[config.mk]
export PLATFORM = sky130hd
export DESIGN_NAME = gmii_rx_framer_flat
export DESIGN_NICKNAME = d
export VERILOG_FILES = /design/src/rtl/gmii_rx_framer_pkg.sv /design/src/rtl/gmii_rx_framer_if.sv /design/src/rtl/gmii_rx_framer_fifo.sv /design/src/rtl/gmii_rx_framer.sv /design/src/flat_wrapper.sv
export SDC_FILE = /design/constraint.sdc
export NUM_CORES = 1
export LEC_CHECK = 0
export ABC_AREA = 0
export ABC_CLOCK_PERIOD_IN_PS = 8950
export CORE_ASPECT_RATIO = 2
export CORE_MARGIN = 2
export CORE_UTILIZATION = 60
export CTS_CLUSTER_SIZE = 40
export DETAILED_ROUTE_END_ITERATION = 6
export PLACE_DENSITY = 0.8
export SLEW_MARGIN = 20
export SYNTH_ARGS = -nofsm -noshare
export SYNTH_HDL_FRONTEND = slang
export SYNTH_SLANG_ARGS = --single-unit
[constraint.sdc]
create_clock -name clk -period 8.95 [get_ports clk]
set_clock_uncertainty 0.1 [all_clocks]
set_input_delay 1.79 -clock clk [delete_from_list [all_inputs] [get_ports clk]]
set_output_delay 1.79 -clock clk [all_outputs]
set_load 0.1 [all_outputs]
[src/rtl/gmii_rx_framer_pkg.sv]
// Shared definitions for the GMII receive framer: output codes, FSM states
// and the reflected CRC-32 helpers.
package gmii_rx_framer_pkg;

    typedef enum logic [1:0] {
        PCC_DATA   = 2'd0,
        PCC_SOP    = 2'd1,
        PCC_EOP    = 2'd2,
        PCC_BADEOP = 2'd3
    } pcc_t;

    typedef enum logic [1:0] {
        ST_IDLE,
        ST_PRE,
        ST_DATA,
        ST_DROP
    } rx_state_t;

    localparam logic [7:0]  PRE_BYTE    = 8'h55;
    localparam logic [7:0]  SFD_BYTE    = 8'hD5;
    localparam logic [31:0] CRC_RESIDUE = 32'hC704DD7B;

    function automatic logic [31:0] crc32_next(input logic [31:0] crc, input logic [7:0] d);
        logic [31:0] c;
        c = crc ^ {24'h0, d};
        for (int i = 0; i < 8; i++)
            c = c[0] ? ((c >> 1) ^ 32'hEDB88320) : (c >> 1);
        return c;
    endfunction

    // The register holds the CRC bit-reflected, so reverse it before comparing to the residue.
    function automatic logic crc_residue_ok(input logic [31:0] crc);
        logic [31:0] r;
        for (int i = 0; i < 32; i++)
            r[i] = crc[31-i];
        return (r == CRC_RESIDUE);
    endfunction

endpackage

[src/rtl/gmii_rx_framer_if.sv]
// rxg code+data stream with srdy/drdy handshake between framer and packet parser.
interface gmii_rx_framer_if;
    import gmii_rx_framer_pkg::*;

    logic       srdy;
    logic       drdy;
    pcc_t       code;
    logic [7:0] data;

    modport master (output srdy, code, data, input drdy);
    modport slave  (input srdy, code, data, output drdy);

endinterface

[src/rtl/gmii_rx_framer_fifo.sv]
// Ring-buffer FIFO for the rxg stream; one slot is kept unused so the pointer
// difference alone gives the occupancy, capacity is DEPTH-1.
module gmii_rx_framer_fifo #(
    parameter int DEPTH = 16,
    parameter int WIDTH = 10
) (
    input  logic                     clk,
    input  logic                     reset_n,
    input  logic                     wr_en,
    input  logic [WIDTH-1:0]         wr_data,
    output logic                     rd_srdy,
    input  logic                     rd_drdy,
    output logic [WIDTH-1:0]         rd_data,
    output logic [$clog2(DEPTH)-1:0] free
);
    localparam int AW = $clog2(DEPTH);
    localparam logic [AW-1:0] MAX_CNT = AW'(DEPTH - 1);

    logic [WIDTH-1:0] mem [DEPTH];
    logic [AW-1:0]    wr_ptr, rd_ptr, count;
    logic             rd_fire, wr_fire;

    assign count   = wr_ptr - rd_ptr;
    assign rd_srdy = (count != '0);
    assign rd_fire = rd_srdy && rd_drdy;
    assign wr_fire = wr_en && ((count != MAX_CNT) || rd_fire);
    assign free    = MAX_CNT - count;
    assign rd_data = mem[rd_ptr];

    always_ff @(posedge clk or negedge reset_n) begin
        if (!reset_n) begin
            wr_ptr <= '0;
            rd_ptr <= '0;
        end else begin
            if (wr_fire) wr_ptr <= wr_ptr + AW'(1);
            if (rd_fire) rd_ptr <= rd_ptr + AW'(1);
        end
    end

    always_ff @(posedge clk) begin
        if (wr_fire) mem[wr_ptr] <= wr_data;
    end

endmodule

[src/rtl/gmii_rx_framer.sv]
// GMII receive framer: strips preamble/SFD and FCS, checks CRC and length,
// and feeds the rxg stream through an output FIFO with frame-safe overflow.
module gmii_rx_framer
    import gmii_rx_framer_pkg::*;
#(
    parameter int DEPTH   = 16,
    parameter int MIN_LEN = 64
) (
    input  logic             clk,
    input  logic             reset_n,
    input  logic             gmii_rx_dv,
    input  logic             gmii_rx_er,
    input  logic [7:0]       gmii_rxd,
    gmii_rx_framer_if.master rxg,
    output logic             crc_err,
    output logic [15:0]      drop_cnt
);
    localparam int AW = $clog2(DEPTH);

    rx_state_t     state, state_nx;
    logic [7:0]    dl [5];
    logic [2:0]    dl_cnt;
    logic [31:0]   crc;
    logic [11:0]   len;
    logic          bad, sop_done;
    logic          start, shift, set_sop, drop_inc, crc_err_nx, wr_en;
    pcc_t          wr_code;
    logic [AW-1:0] free;
    logic [9:0]    rd_word;
    logic          dl_full, crc_ok, eof_bad;

    assign dl_full = (dl_cnt == 3'd5);
    assign crc_ok  = crc_residue_ok(crc);
    assign eof_bad = bad || !crc_ok || (len < 12'(MIN_LEN));

    always_comb begin
        state_nx   = state;
        start      = 1'b0;
        shift      = 1'b0;
        set_sop    = 1'b0;
        drop_inc   = 1'b0;
        crc_err_nx = 1'b0;
        wr_en      = 1'b0;
        wr_code    = PCC_DATA;
        case (state)
            ST_IDLE, ST_PRE: begin
                if (!gmii_rx_dv) state_nx = ST_IDLE;
                else if (gmii_rx_er) begin
                    state_nx = ST_DROP;
                    drop_inc = 1'b1;
                end else if (gmii_rxd == SFD_BYTE) begin
                    state_nx = ST_DATA;
                    start    = 1'b1;
                end else if (gmii_rxd == PRE_BYTE) state_nx = ST_PRE;
                else begin
                    state_nx = ST_DROP;
                    drop_inc = 1'b1;
                end
            end
            ST_DATA: begin
                if (!gmii_rx_dv) begin
                    // Delay line now holds exactly the FCS plus the last payload byte.
                    state_nx = ST_IDLE;
                    if (dl_full && (sop_done || free != '0)) begin
                        wr_en      = 1'b1;
                        wr_code    = (eof_bad || !sop_done) ? PCC_BADEOP : PCC_EOP;
                        crc_err_nx = !crc_ok;
                    end else drop_inc = 1'b1;
                end else begin
                    shift = 1'b1;
                    if (dl_full) begin
                        wr_en = 1'b1;
                        if (!sop_done) begin
                            if (free > AW'(1)) begin
                                wr_code = PCC_SOP;
                                set_sop = 1'b1;
                            end else begin
                                wr_en    = 1'b0;
                                state_nx = ST_DROP;
                                drop_inc = 1'b1;
                            end
                        end else if (free <= AW'(1)) begin
                            // Last free slot: terminate the frame rather than lose its end.
                            wr_code  = PCC_BADEOP;
                            state_nx = ST_DROP;
                        end
                    end
                end
            end
            default: if (!gmii_rx_dv) state_nx = ST_IDLE;
        endcase
    end

    always_ff @(posedge clk or negedge reset_n) begin
        if (!reset_n) begin
            state    <= ST_IDLE;
            dl_cnt   <= '0;
            bad      <= 1'b0;
            sop_done <= 1'b0;
            crc_err  <= 1'b0;
            drop_cnt <= '0;
        end else begin
            state   <= state_nx;
            crc_err <= crc_err_nx;
            if (drop_inc && drop_cnt != 16'hFFFF) drop_cnt <= drop_cnt + 16'd1;
            if (start) begin
                dl_cnt   <= '0;
                bad      <= 1'b0;
                sop_done <= 1'b0;
            end else if (shift) begin
                if (!dl_full) dl_cnt <= dl_cnt + 3'd1;
                if (gmii_rx_er) bad <= 1'b1;
                if (set_sop) sop_done <= 1'b1;
            end
        end
    end

    always_ff @(posedge clk) begin
        if (start) begin
            crc <= 32'hFFFFFFFF;
            len <= '0;
        end else if (shift) begin
            crc   <= crc32_next(crc, gmii_rxd);
            dl[0] <= gmii_rxd;
            for (int i = 1; i < 5; i++) dl[i] <= dl[i-1];
            if (len != 12'hFFF) len <= len + 12'd1;
        end
    end

    gmii_rx_framer_fifo #(.DEPTH(DEPTH), .WIDTH(10)) u_fifo (
        .clk     (clk),
        .reset_n (reset_n),
        .wr_en   (wr_en),
        .wr_data ({wr_code, dl[4]}),
        .rd_srdy (rxg.srdy),
        .rd_drdy (rxg.drdy),
        .rd_data (rd_word),
        .free    (free)
    );

    assign rxg.code = pcc_t'(rd_word[9:8]);
    assign rxg.data = rd_word[7:0];

endmodule

[src/flat_wrapper.sv]
// flat-port wrapper written by rule: the top's interface ports become plain ports
module gmii_rx_framer_flat import gmii_rx_framer_pkg::*;
#(
    parameter int DEPTH   = 16,
    parameter int MIN_LEN = 64
)
  (clk, reset_n, gmii_rx_dv, gmii_rx_er, gmii_rxd, crc_err, drop_cnt, rxg_srdy, rxg_code, rxg_data, rxg_drdy);
  gmii_rx_framer_if rxg_i ();
  input  logic clk;
  input  logic reset_n;
  input  logic gmii_rx_dv;
  input  logic gmii_rx_er;
  input  logic [7:0] gmii_rxd;
  output logic crc_err;
  output logic [15:0] drop_cnt;
  output wire logic [$bits(rxg_i.srdy)-1:0] rxg_srdy;
  output wire logic [$bits(rxg_i.code)-1:0] rxg_code;
  output wire logic [$bits(rxg_i.data)-1:0] rxg_data;
  input wire logic [$bits(rxg_i.drdy)-1:0] rxg_drdy;
  assign rxg_srdy = rxg_i.srdy;
  assign rxg_code = rxg_i.code;
  assign rxg_data = rxg_i.data;
  assign rxg_i.drdy = rxg_drdy;
  gmii_rx_framer #(.DEPTH(DEPTH), .MIN_LEN(MIN_LEN)) u_core (.clk(clk), .reset_n(reset_n), .gmii_rx_dv(gmii_rx_dv), .gmii_rx_er(gmii_rx_er), .gmii_rxd(gmii_rxd), .rxg(rxg_i), .crc_err(crc_err), .drop_cnt(drop_cnt));
endmodule
; ---- Word level (Yosys, flattened, before mapping)
; Memory sizes are Yosys's and may differ from the RTL's.
; Index checks and enable logic that the tools add are counted.
[word_totals]
register_bits = 76
wordCells = 138
mem_bits_rw = 200
n_memories = 2
in_bits = 13
[op_classes]
magnitude_cmp = 3
n_addsub = 7
n_reduce_logical = 23
mux = 70
bitwise_logic = 9
eq_ne = 14
[memory_table]
columns = memory, depth, width, rd, rd_ports_with_merged_regs, wr, line
row1 = u_core.u_fifo.mem, 16, 10, 1, 0, 1, gmii_rx_framer_fifo.sv:19  ; logic [WIDTH-1:0] mem [DEPTH];
row2 = u_core.dl, 5, 8, 5, 0, 5, gmii_rx_framer.sv:21  ; logic [7:0] dl [5];
[ops]
columns = op, n
row1 = $mux 32, 8
row2 = $not 13->14, 8
row3 = $mux 1, 41
row4 = $eq 32x32->1 const B, 1
row5 = $mux 2, 16
row6 = $xor 32x8->32, 1
row7 = $add 16x1->16 const B, 1
row8 = $ne 16x16->1 const B, 1
row9 = $add 12x1->12 const B, 1
row10 = $lt 12x7->1 const B, 1
row11 = $ne 12x12->1 const B, 1
row12 = $mux 3, 3
row13 = $add 4x1->4 const B, 2
row14 = $eq 8x7->1 const B, 1
row15 = $eq 8x8->1 const B, 1
row16 = $ne 4x4->1 const B, 2
row17 = $reduce_and 2->1, 4
row18 = $reduce_bool 4->1, 2
row19 = $reduce_bool 2->1, 3
row20 = $logic_or 1x1->1, 5
row21 = $gt 4x1->1 const B, 1
row22 = $le 4x1->1 const B, 1
row23 = $logic_and 1x1->1, 4
row24 = $ne 4x3->1 const B, 1
row25 = 15 further kinds, 16

; ---- Longest topological paths before layout
[depth]
depth_word = 17
ltp_mapped = 16

; ---- By module
; From an unflattened synthesis, not the netlist that was laid out.
[hier_totals]
cells_unflattened = 794
area_unflattened_um2 = 11823.8
[modules_own_cells]
columns = mod, seq_area_each_um2, area_per_inst_um2, n_inst, cells_per_inst
row1 = gmii_rx_framer_fifo, 5004.8, 6844.1, 1, 372
row2 = gmii_rx_framer, 2682.6, 4979.8, 1, 422

; ---- Worst setup path before layout
; OpenSTA, ideal clock, no wires.
[synth_timing]
kind = reg2out
start = register u_core.u_fifo.rd_ptr[2]
end = output port rxg_srdy
arrival_ns = 2.462
setup_slack_ns = 4.598
stages_incl_launch_ff = 8
path_buffers = 1
t_required_ns = 7.060
cell_sequence = dfrtp_1 inv_1 clkbuf_1 ha_1 a21oi_1 nand3_1 and2_1 nand2_1
[synth_between]
elab_chain_len = 2
[synth_lines]
columns = item, line
row1 = "start, declared", gmii_rx_framer_fifo.sv:20  ; logic [AW-1:0] wr_ptr, rd_ptr, count;
row2 = "start signal, assigned", gmii_rx_framer_fifo.sv:36  ; if (rd_fire) rd_ptr <= rd_ptr + AW'(1);
row3 = $sub 4x4->4, gmii_rx_framer_fifo.sv:23  ; assign count = wr_ptr - rd_ptr;
row4 = $reduce_bool 4->1, gmii_rx_framer_fifo.sv:24  ; assign rd_srdy = (count != '0);
row5 = "end, declared", flat_wrapper.sv:16  ; output wire logic [$bits(rxg_i.srdy)-1:0] rxg_srdy;
; Every way passes these cells.

; ---- Worst setup path in the final report
[layout_timing]
start = register u_core.u_fifo.rd_ptr[0]
end = output port rxg_data[2]
[layout_between]
elab_chain_len = 1
[layout_lines]
columns = item, line
row1 = $mem_v2 16x10, -
row2 = "end, declared", flat_wrapper.sv:18  ; output wire logic [$bits(rxg_i.data)-1:0] rxg_data;
; Every way passes these cells.

==> summary.txt <==
switching part of the total - 0.391
Worst Tran Pin Value - 1.12 ns
crit path DAT - 3.66 ns
Clock power frac - 0.205
synthesized area - 11500 um^2
Req. time, crit path - 7.06 ns
R2R cell count - 10
area grow syn2layout - 12.2%
Synth async-reset ratio - 0.116
DR pass1 iterations - 4
H-Tree Level Count - 1
Synth Area per Inst - 16.0 um^2
Yosys Warn Count - 0
root buf cell - clkbuf_16
Post-layout nets - 798
initial DRC count - 365
master of the slowest instance on the critical path - clkdlybuf4s50_1
clock transition at the registers of the reported paths - 0.07 ns
n_diodes - 0
via count - 6167
Fill cells - 1282
core area - 18800 um^2
Tmin final - 5.55 ns
remaining global-route overflow - 0
outcome - completed
Flop pwr share - 0.365
Pins Over Slew Limit - 0
postcts setup bufs - 0
Max-slew headroom - 0.251
commonest non-fill, non-tap cell in the layout - edfxtp_1
period utilization - 0.620
largest net degree at the start of global routing - 59
post-cts hold buffer count - 0
Post-synth top flop - edfxtp_1
reg2reg setup slack - 4.48 ns
Hold Path Stages - 0
Die Span X - 102 um
Post-CTS Resized - 0
Total GRT Usage - 0.229
initial antenna violation count - 0
die footprint - 20400 um^2
CP max stage delay - 0.98 ns
Net Count, Synth - 751
Max Root-Sink Buffers - 3
Initial Util - 0.612
max cap viols - 0
RSZ-0062 raised after global routing - false
cell mode on critical path - mux4_2
Routed WL - 22.5 mm
DR DRC count - 0
vias in the first global route - 6572
WL/cell - 21.7 um
std cell rows - 71
chip height - 200 um
CTS tree - built
Final Hold Fails - 0
Max Freq - 180 MHz
number of synthesized flops with an enable pin - 200
area of the multi-input gates - 3700 um^2
cell count after synthesis - 721
combinational share of power - 0.430
CTS Sinks - 276
TritonCTS Buffers - 22
share of cells above drive strength 1 - 0.163
Final setup viols - 0
drt via density - 5.94
Internal - 2.81 mW
Worst Hold Class - reg2reg
register area - 7690 um^2
Pleak - 4.41 nW
CP Capture Type - primary output
PwrDens - 356 nW/um^2
net switching power - 1.80 mW
CP Launch Type - register
setup_tns - 0 ns
Detail Placement HPWL - 15.4 mm
Netlist cell types - 59
first-pass GRT wire length - 34.9 mm
Place WS - 3.73 ns
VDD IR max - 0.264 mV
Top-Level Pins - 41
most frequent cells in the layout - edfxtp_1 (200), xnor2_1 (63), nand2_1 (59)
CP max FO - 40
RePlAce Congestion - 0.923
number of synthesized register bits - 276
CP Class - reg2out
Port Buf Inserts - 40
antenna-violating nets left - 0
worst path cell trace - buf_4, mux4_2, mux4_2, clkdlybuf4s50_1
Skew-Pair Late Insertion Delay - 0.51 ns
fin worst setup slack - 3.40 ns
post-synthesis sequential area ratio - 0.667
==> kinds of logic after synthesis <==
group | after synthesis | share of synthesized area
XOR/XNOR | 102 | 0.0879
buffers and inverters | 41 | 0.0148
AO/OA/AOI/OAI | 51 | 0.0332
adder cells (fa/ha/maj) | 17 | 0.0191
multiplexers | 55 | 0.102
flip-flops | 276 | 0.667
AND/OR/NAND/NOR | 179 | 0.0761
==> per-stage QoR <==
step | hold WS [ns] | instances | utilization | total power [mW] | cell area, um^2
after floorplan | 0.300 | 721 | - | 3.30 | 11500
after global placement | 0.302 | 999 | 0.648 | 3.62 | 12200
after detailed placement | 0.305 | 999 | 0.649 | 3.69 | 12200
after CTS | 0.321 | 1038 | 0.686 | 4.64 | 12900
after global routing | 0.324 | 1038 | 0.687 | 4.82 | 12900
final | 0.317 | 1038 | 0.687 | 4.61 | 12900
==> final timing paths <==
kind | start | end
setup / recovery | u_core.u_fifo.rd_ptr[0] | rxg_data[2]
hold reg to reg | u_core.dl[0][25] | u_core.dl[0][33]
min in group asynchronous | reset_n | u_core.drop_cnt[14]
max in group asynchronous | reset_n | u_core.u_fifo.rd_ptr[0]
hold / removal | u_core.dl[0][25] | u_core.dl[0][33]
setup reg to reg | u_core.u_fifo.rd_ptr[2] | u_core.u_fifo.mem[12][0]
==> critical path, delay by kind of cell, from the launching register on <==
family,cells,cell delay (ns)
flip-flops,1,0.41
multiplexers,2,1.10
buffers and inverters,2,1.61
==> routing by layer <==
metal  wire [um]  track usage  vias up
met5           0            0        -
met4        1150        0.119        0
met3        1000       0.0317       69
met2       12500        0.423      178
met1        7870        0.250     3115
li1            -            -     2805
==> sequential cells by signal, indices dropped and copies added (netlist names) <==
register,count
u_core.bad,1
u_core.dl,40
u_core.crc_err,1
u_core.u_fifo.rd_ptr,4
u_core.dl_cnt,3
u_core.u_fifo.wr_ptr,4
u_core.crc,32
u_core.sop_done,1
u_core.len,12
u_core.u_fifo.mem,160
u_core.drop_cnt,16
u_core.state,2
==> power groups by stage <==
stage	Sequential (mW)	Clock, mW	Combinational [mW]
after floorplan	1.75	0	1.55
after global placement	1.70	0	1.93
after detailed placement	1.71	0	1.98
after CTS	1.68	0.960	2.00
after global routing	1.70	1.00	2.12
final	1.68	0.943	1.98
==> layout make-up <==
class	count	share of cell area
clock buffers	24	0.0448
clock inverters	15	0.00948
inverters	14	0.00416
multi-input cells	404	0.286
flip-flops and latches	276	0.594
well taps	255	0.0247
repair buffers	50	0.0367
==> Yosys cell counts, drive strengths merged, types with 2 or more instances <==
cell type | number | share of area
edfxtp | 200 | 0.52
xnor2 | 70 | 0.060
nand2 | 60 | 0.020
mux4 | 50 | 0.098
dfxtp | 44 | 0.076
nor2 | 44 | 0.014
dfrtp | 32 | 0.069
xor2 | 32 | 0.028
o211ai | 23 | 0.016
nand3 | 19 | 0.0082
clkbuf | 18 | 0.0059
ha | 16 | 0.017
nand4 | 14 | 0.0076
inv | 13 | 0.0042
a21oi | 9 | 0.0039
buf | 9 | 0.0042
nor3 | 9 | 0.0039
a22oi | 4 | 0.0026
and4 | 4 | 0.0030
o21ai | 4 | 0.0017
and2 | 3 | 0.0016
and3 | 3 | 0.0016
mux2 | 3 | 0.0029
nand2b | 3 | 0.0016
nand4b | 3 | 0.0023
or4 | 3 | 0.0020
a21boi | 2 | 0.0016
mux2i | 2 | 0.0017
nor2b | 2 | 0.0011
nor4 | 2 | 0.0016
nor4b | 2 | 0.0015
or3 | 2 | 0.0011
Note: power is estimated with default switching activity, not from simulation.
